## src/rtl/mul_issue_sched.sv

```systemverilog
// Round-robin issue scheduler in front of a fixed-latency pipelined 64x64 multiplier.
// Issue is gated by result credits so the non-stallable multiplier can always retire into the FIFO.
module mul_issue_sched #(
   parameter int N          = 4,
   parameter int IDW        = 2,
   parameter int LATENCY    = 5,
   parameter int FIFO_DEPTH = 8
) (
   input  logic                 clk,
   input  logic                 reset,
   input  logic [N-1:0]         req_valid,
   input  logic [64*N-1:0]      req_x,
   input  logic [64*N-1:0]      req_y,
   output logic [N-1:0]         req_ready,
   output logic [63:0]          mul_x,
   output logic [63:0]          mul_y,
   input  logic [127:0]         mul_prod,
   output logic                 rsp_valid,
   input  logic                 rsp_ready,
   output logic [IDW-1:0]       rsp_id,
   output logic [127:0]         rsp_prod,
   output logic                 busy
);

   localparam int CW = $clog2(FIFO_DEPTH + 1);
   localparam int AW = $clog2(FIFO_DEPTH);

   logic [IDW-1:0]   ptr;
   logic [IDW-1:0]   grant_id;
   logic [IDW-1:0]   idx;
   logic             found;
   logic             issue;
   logic             pop;
   logic             wr_en;
   logic [CW-1:0]    credits;

   logic [LATENCY-1:0] sh_valid;
   logic [IDW-1:0]     sh_id [LATENCY];

   logic [IDW-1:0]   mem_id   [FIFO_DEPTH];
   logic [127:0]     mem_prod [FIFO_DEPTH];
   logic [AW:0]      wr_ptr;
   logic [AW:0]      rd_ptr;
   logic             empty;

   // Search from ptr upward, wrapping at N, for the first valid requester.
   always_comb begin
      found    = 1'b0;
      grant_id = '0;
      idx      = '0;
      for (int k = 0; k < N; k++) begin
         idx = IDW'((int'(ptr) + k) % N);
         if (!found && req_valid[idx]) begin
            found    = 1'b1;
            grant_id = idx;
         end
      end
   end

   assign issue = !reset && (credits != '0) && found;

   always_comb begin
      req_ready = '0;
      mul_x     = '0;
      mul_y     = '0;
      if (issue) begin
         req_ready[grant_id] = 1'b1;
         mul_x = req_x[64*int'(grant_id) +: 64];
         mul_y = req_y[64*int'(grant_id) +: 64];
      end
   end

   always_ff @(posedge clk) begin
      if (reset) begin
         ptr <= '0;
      end else if (issue) begin
         ptr <= (int'(grant_id) == N - 1) ? '0 : grant_id + 1'b1;
      end
   end

   // Shadow of the multiplier pipeline: last stage lines up with mul_prod.
   always_ff @(posedge clk) begin
      if (reset) begin
         sh_valid <= '0;
      end else begin
         sh_valid[0] <= issue;
         for (int k = 1; k < LATENCY; k++) begin
            sh_valid[k] <= sh_valid[k-1];
         end
      end
   end

   always_ff @(posedge clk) begin
      sh_id[0] <= grant_id;
      for (int k = 1; k < LATENCY; k++) begin
         sh_id[k] <= sh_id[k-1];
      end
   end

   assign wr_en = sh_valid[LATENCY-1];

   assign empty     = (wr_ptr == rd_ptr);
   assign rsp_valid = !reset && !empty;
   assign rsp_id    = mem_id[rd_ptr[AW-1:0]];
   assign rsp_prod  = mem_prod[rd_ptr[AW-1:0]];
   assign pop       = rsp_valid && rsp_ready;

   always_ff @(posedge clk) begin
      if (wr_en) begin
         mem_id[wr_ptr[AW-1:0]]   <= sh_id[LATENCY-1];
         mem_prod[wr_ptr[AW-1:0]] <= mul_prod;
      end
   end

   always_ff @(posedge clk) begin
      if (reset) begin
         wr_ptr <= '0;
         rd_ptr <= '0;
      end else begin
         if (wr_en) wr_ptr <= wr_ptr + 1'b1;
         if (pop)   rd_ptr <= rd_ptr + 1'b1;
      end
   end

   // Credits cover both in-flight and buffered results, so the FIFO cannot overflow.
   always_ff @(posedge clk) begin
      if (reset) begin
         credits <= CW'(FIFO_DEPTH);
      end else begin
         case ({issue, pop})
            2'b10:   credits <= credits - 1'b1;
            2'b01:   credits <= credits + 1'b1;
            default: credits <= credits;
         endcase
      end
   end

   assign busy = !reset && (credits != CW'(FIFO_DEPTH));

endmodule

```

## config.mk

```make
export PLATFORM = sky130hd
export DESIGN_NAME = mul_issue_sched
export DESIGN_NICKNAME = d
export VERILOG_FILES = /design/src/rtl/mul_issue_sched.sv
export SDC_FILE = /design/constraint.sdc
export NUM_CORES = 1
export LEC_CHECK = 0
export ABC_CLOCK_PERIOD_IN_PS = 25900
export CELL_PAD_IN_SITES_DETAIL_PLACEMENT = 2
export CELL_PAD_IN_SITES_GLOBAL_PLACEMENT = 2
export CORE_AREA = 3 3 353 355
export DETAILED_ROUTE_END_ITERATION = 12
export DIE_AREA = 0 0 356 358
export GPL_TIMING_DRIVEN = 0
export PLACE_DENSITY = 0.81
export SYNTH_ARGS = -nofsm -noshare
export SYNTH_HDL_FRONTEND = slang
export SYNTH_SLANG_ARGS = --single-unit
```

## constraint.sdc

```tcl
create_clock -name clk -period 25.9 [get_ports clk]
set_clock_uncertainty 0.05 [all_clocks]
set_input_delay 3.885 -clock clk [delete_from_list [all_inputs] [get_ports clk]]
set_output_delay 3.885 -clock clk [all_outputs]
set_load 0.1 [all_outputs]
```

# ---- Yosys cells after proc, flatten, opt, wreduce, memory -nomap -nowiden
# Memories as Yosys holds them, arrays and structs flattened. A register that Yosys moved wholly into a read port is not among the register bits.
# Index checks and enable logic that the tools add are counted.
dict set report word_totals {
  memories 3
  out_inout_bits 264
  ramBits 1050
  reg_bits 19
  in_bits 647
}
dict set report classes {
  eq_ne 5
  shift 2
  mux 29
  n_lt_le_gt_ge 6
  reduce_logical 16
  add_sub_neg 8
}
# name depth width read_ports rd_ports_with_merged_regs write_ports line_no
set mem_list {}
lappend mem_list {mem_prod 8 128 1 1 1 41} ;# logic [127:0] mem_prod [FIFO_DEPTH];
lappend mem_list {mem_id 8 2 1 1 1 40} ;# logic [IDW-1:0] mem_id [FIFO_DEPTH];
lappend mem_list {sh_id 5 2 5 0 5 38} ;# logic [IDW-1:0] sh_id [LATENCY];
# operator count
set ops {}
lappend ops {{$shiftx A256 B9 Y64} 2}
lappend ops {{$mux W64} 2}
lappend ops {{$lt A2 B3 Y1 const B} 5}
lappend ops {{$add A4 B1 Y4 const B} 3}
lappend ops {{$mux W3} 4}
lappend ops {{$mux W1} 11}
lappend ops {{$mux W2} 5}
lappend ops {{$logic_and A1 B1 Y1} 9}
lappend ops {{$bmux W1 S2} 4}
lappend ops {{$pmux W4 S2} 1}
lappend ops {{$logic_not A1 Y1} 5}
lappend ops {{$add A2 B1 Y2 const B} 2}
lappend ops {{$add A2 B2 Y2 const B} 2}
lappend ops {{$eq A2 B1 Y1 const B} 2}
lappend ops {{$eq A4 B4 Y1} 1}
lappend ops {{$mux W4} 1}
lappend ops {{$ne A4 B4 Y1 const B} 1}
lappend ops {{$reduce_bool A4 Y1} 1}
lappend ops {{$sub A4 B1 Y4 const B} 1}
lappend ops {{$demux W1 S2} 1}
lappend ops {{$eq A2 B2 Y1 const B} 1}
lappend ops {{$ge A2 B1 Y1 const B} 1}
lappend ops {{$reduce_bool A2 Y1} 1}

# ---- Depth between registers and ports, before layout
dict set report logic_depth {
  ltp_word 17
  mapped_depth 13
}

# ---- Least setup slack after synthesis
# Ideal clock, no wire load.
dict set report synth_timing {
  kind {input-to-output}
  startpoint {in req_valid[2]}
  endpoint {out mul_x[0]}
  cell_stages 7
  arrival_time_ns 6.334
  path_buffers 2
  path_slack_ns 15.631
  t_required_ns 21.965
  path_cell_list {inv_1 > o22ai_1 > a211oi_2 > nand2_1 > buf_2 > clkbuf_1 > o22ai_1}
}
dict set report synth_via {
  elab_chain_len 14
  elab_cells_between_ends 25
  classes_between {shift: 1; mux: 17; reduce/logical: 7}
}
# item line_no
set synth_rtl {}
lappend synth_rtl {{from (decl)} 11} ;# input logic [N-1:0] req_valid,
lappend synth_rtl {{$bmux W1 S2} 53} ;# if (!found && req_valid[idx]) begin
lappend synth_rtl {{$mux W1 (implied by the code)} 53}
lappend synth_rtl {{$mux W1} 53}
lappend synth_rtl {{$logic_not A1 Y1} 53}
lappend synth_rtl {{$logic_and A1 B1 Y1} 53}
lappend synth_rtl {{$mux W1} 53}
lappend synth_rtl {{$logic_not A1 Y1} 53}
lappend synth_rtl {{$logic_and A1 B1 Y1} 53}
lappend synth_rtl {{$mux W1} 53}
lappend synth_rtl {{$logic_not A1 Y1} 53}
lappend synth_rtl {{$logic_and A1 B1 Y1} 53}
lappend synth_rtl {{$mux W2 (*)} 53}
lappend synth_rtl {{named net grant_id[0]} 29} ;# logic [IDW-1:0] grant_id;
lappend synth_rtl {{$shiftx A256 B9 Y64 (*)} 68} ;# mul_x = req_x[64*int'(grant_id) +: 64];
lappend synth_rtl {{$mux W64 (*)} 66} ;# if (issue) begin
lappend synth_rtl {{to (decl)} 15} ;# output logic [63:0] mul_x,
# Mark *: on every way through the listed nets, which the timed path passes. The rest lies on a longest branch. The select of a mux whose other input is x is not followed.

# ---- Worst setup path after layout
dict set report layout_timing {
  startpoint {in req_valid[1]}
  endpoint {out mul_y[36]}
}
dict set report layout_via {
  elab_chain_len 14
  elab_cells_between_ends 25
  classes_between {shift: 1; mux: 17; reduce/logical: 7}
}
# item line_no
set layout_rtl {}
lappend layout_rtl {{$bmux W1 S2} 53}
lappend layout_rtl {{$mux W1 (implied by the code)} 53}
lappend layout_rtl {{$mux W1} 53}
lappend layout_rtl {{$logic_not A1 Y1} 53}
lappend layout_rtl {{$logic_and A1 B1 Y1} 53}
lappend layout_rtl {{$mux W1} 53}
lappend layout_rtl {{$logic_not A1 Y1} 53}
lappend layout_rtl {{$logic_and A1 B1 Y1} 53}
lappend layout_rtl {{$mux W1} 53}
lappend layout_rtl {{$logic_not A1 Y1} 53}
lappend layout_rtl {{$logic_and A1 B1 Y1} 53}
lappend layout_rtl {{$mux W2 (*)} 53}
lappend layout_rtl {{named net grant_id[0]} 29}
lappend layout_rtl {{$shiftx A256 B9 Y64 (*)} 69} ;# mul_y = req_y[64*int'(grant_id) +: 64];
lappend layout_rtl {{$mux W64 (*)} 66}
lappend layout_rtl {{to (decl)} 16} ;# output logic [63:0] mul_y,
# Marks and branches as above.

==> flow_metrics.py <==
metrics = {
    "clock_tree": {
        "cts_buffer_depth": 3,
        "htreeDepth": 3,
        "tritoncts": "built",
        "cts_inserted_buffers": 103,
        "cts_resized": 0,
        "clk_latency_ns": 0.67,
        "post_cts_buffers": 0,
        "clkSlewWorstSetupHoldPaths_ns": 0.07,
        "cts_hold_buf": 0,
        "clock-root-buffer": "clkbuf_16",
        "clock-sinks": 1072,
    },
    "timing": {
        "timing.hold.ws_ns": 0.271,
        "fin_ws_ns": 14.22,
        "setup_viol": 0,
        "clock.fmax_ghz": 0.0856,
        "min_period_ns": 11.68,
        "worst_slew_pin_slew_ns": 1.40,
        "finalMaxSlewViolations": 0,
        "relSlewSlack": 0.0631,
        "fin_crit_sh": 0.451,
        "finalSetupTns_ns": 0,
        "rsz0062_at_grt": "no",
        "hold_viol": 0,
    },
    "floorplan": {
        "start_util": 0.364,
        "coreArea_um2": 122000,
        "fp-row-count": 128,
        "die-area_um2": 127000,
        "die_y_um": 358,
        "die_w_um": 356,
        "pin_count": 911,
    },
    "setup_path": {
        "worst_ep_arrival_time_ns": 7.75,
        "r2r_cells": 12,
        "path_max_fanout": 10,
        "path_class": "input port to output pin",
        "crit_path_start": "req_valid[1]",
        "critPathRequiredTime_ns": 21.97,
        "rrSetupSlack_ns": 22.56,
        "end_kind": "output pin",
        "r2r_start": "wr_ptr[1]",
        "worst_setup_path_start_kind": "input port",
    },
    "yosys": {
        "netlist_area_um2": 44300,
        "seq_area_frac_synth": 0.720,
        "yosys_warnings": 0,
        "syn_nets": 2747,
        "synthCells": 2090,
        "syn-mean-instance-area_um2": 21.2,
        "ys_types": 41,
        "synth-seq-cells": 1072,
        "synth-edff-count": 1040,
        "ys.flop_type": "edfxtp_1",
        "async_flop_share": 0,
    },
    "power_and_ir_drop": {
        "power_frac_seq": 0.403,
        "peakVddDrop_uv": 65.3,
        "powerDensity_nw_per_um2": 79.3,
        "p_int_mw": 3.15,
        "p_leak_nw": 19.3,
        "switching_power_mw": 1.63,
        "p_comb_frac": 0.264,
        "switching_share": 0.341,
        "power.share.clock": 0.333,
    },
    "detailed_routing": {
        "first_pass_iters": 5,
        "drtAntennaViolNets": 0,
        "route.detailed.drc": 0,
        "wl_per_cell_um": 48.3,
        "via_count": 29900,
        "via_per_inst": 5.95,
        "first_iter_violations": 4262,
        "routed_wl_um": 242000,
    },
    "final_layout": {
        "fill_cells": 10900,
        "final_cells": 5014,
        "fin_util": 0.495,
        "mostFrequentLayoutCells": "1040 x edfxtp_1, 910 x clkdlybuf4s50_1, 260 x mux4_2, 260 x mux2i_1, 130 x mux2_2",
        "fin_nets": 3834,
        "layout_commonest_cell": "edfxtp_1",
        "multi_input_area_um2": 11400,
        "regArea_um2": 31900,
        "synthToLayoutAreaGrowth_pct": 36.2,
        "layout-drive-gt1-share": 0.216,
    },
    "min_path": {
        "holdPathStages": 0,
        "min_from": "sh_id[0][0]",
        "hold_class": "flip-flop to flip-flop",
    },
    "global_route": {
        "overflow": 0,
        "grt_util_all_layers": 0.372,
        "grt_pass1_wl_um": 312000,
        "first_global_vias": 30700,
        "antenna_found_initial": 180,
        "grt_max_degree": 25,
    },
    "flow_run": {
        "cap_violations": 0,
    },
    "place": {
        "dp.cells": 4697,
        "port_buffers": 910,
        "hpwl_um": 178000,
        "pre_cts_slack_ns": 14.20,
        "place_congestion": 0.926,
    },
    "run_status": {
        "status": "finished, final reports clean",
    },
}
[cell type report]
| class | instances | area share |
|---|---|---|
| clock buffers | 141 | 0.0477 |
| inverters | 8 | 0.000498 |
| well taps | 1625 | 0.0337 |
| repair buffers | 982 | 0.170 |
| plain buffers | 135 | 0.0163 |
| clock inverters | 53 | 0.00807 |
| diodes | 123 | 0.00511 |
| multi-input cells | 875 | 0.190 |
| flip-flops and latches | 1072 | 0.529 |
[sequential cells by signal, indices dropped and copies added (netlist names), named ones only]
signal and count:
wr_ptr 4, mem_id 16, sh_id 10, rd_ptr 4
ptr 2, credits 4, sh_valid 5, mem_prod 1024
[power by group through the flow]
stage          Clock (mW)  Sequential (mW)  Combinational, mW
3_3_place_gp            0             1.96               1.23
3_5_place_dp            0             1.97               1.25
4_1_cts              1.60             1.93               1.26
6_report             1.59             1.93               1.26
5_1_grt              1.66             1.93               1.29
2_1_floorplan           0             1.96              0.822
[routing by layer]
| layer | GRT usage | up-vias | part of all wire |
|---|---|---|---|
| met2 | 0.635 | 2417 | 0.51 |
| met5 | 0 | - | 0.00062 |
| met4 | 0.228 | 24 | 0.068 |
| met3 | 0.116 | 553 | 0.12 |
| li1 | - | 11200 | - |
| met1 | 0.404 | 15700 | 0.31 |
[logic make-up (layout without fill, tap and decap cells)]
kind of cell | count (synthesis) | in the layout | share of synthesized area
compound gates | 149 | 149 | 0.0213
xor+xnor | 10 | 10 | 0.00198
fa+ha+maj | 10 | 10 | 0.00300
buf+inv | 143 | 1319 | 0.0228
flops | 1072 | 1072 | 0.720
mux | 650 | 650 | 0.224
other cells | 0 | 123 | 0
simple gates | 56 | 56 | 0.00656
[per-stage QoR]
| step | total power, mW | instance area (µm²) |
|---|---|---|
| final | 4.78 | 60300 |
| after global routing | 4.88 | 60100 |
| after CTS | 4.78 | 60000 |
| after detailed placement | 3.21 | 56600 |
| after global placement | 3.20 | 55400 |
| after floorplan | 2.78 | 44300 |
[synthesized netlist by cell type (2+ instances only)]
cell,count,area share
edfxtp_1,1040,0.71
mux2i_1,260,0.059
mux4_2,260,0.13
mux2_2,130,0.033
o22ai_1,129,0.018
buf_2,34,0.0038
clkbuf_1,32,0.0027
dfxtp_1,32,0.014
buf_6,23,0.0059
buf_1,18,0.0015
nor2_1,16,0.0014
buf_4,12,0.0020
buf_12,11,0.0050
nand2_1,10,0.00085
ha_1,9,0.0025
nand2b_1,9,0.0013
a21oi_1,8,0.00090
xnor2_1,8,0.0016
inv_1,5,0.00042
nor3_1,5,0.00057
and2_1,4,0.00057
nor2b_1,4,0.00057
o21ai_0,4,0.00045
clkbuf_4,3,0.00051
inv_2,3,0.00025
a21o_1,2,0.00034
and3b_1,2,0.00040
buf_8,2,0.00068
nand3b_1,2,0.00034
xor2_1,2,0.00040
[path summary, 6_finish.rpt]
kind / endpoint
setup / recovery: mul_y[36]
hold reg to reg: sh_id[0][2]
setup reg to reg: credits[3]
hold / removal: sh_id[0][2]
[worst max-delay path: stages]
cell	delay, ns
clkdlybuf4s50_1	0.59
nand2b_1	0.14
a21oi_1	0.08
a211oi_2	0.55
nand2_1	0.13
buf_2	0.28
clkbuf_1	0.29
o22ai_1	0.51
clkdlybuf4s50_1	1.26
No activity file was read; power rests on OpenSTA's default activity.
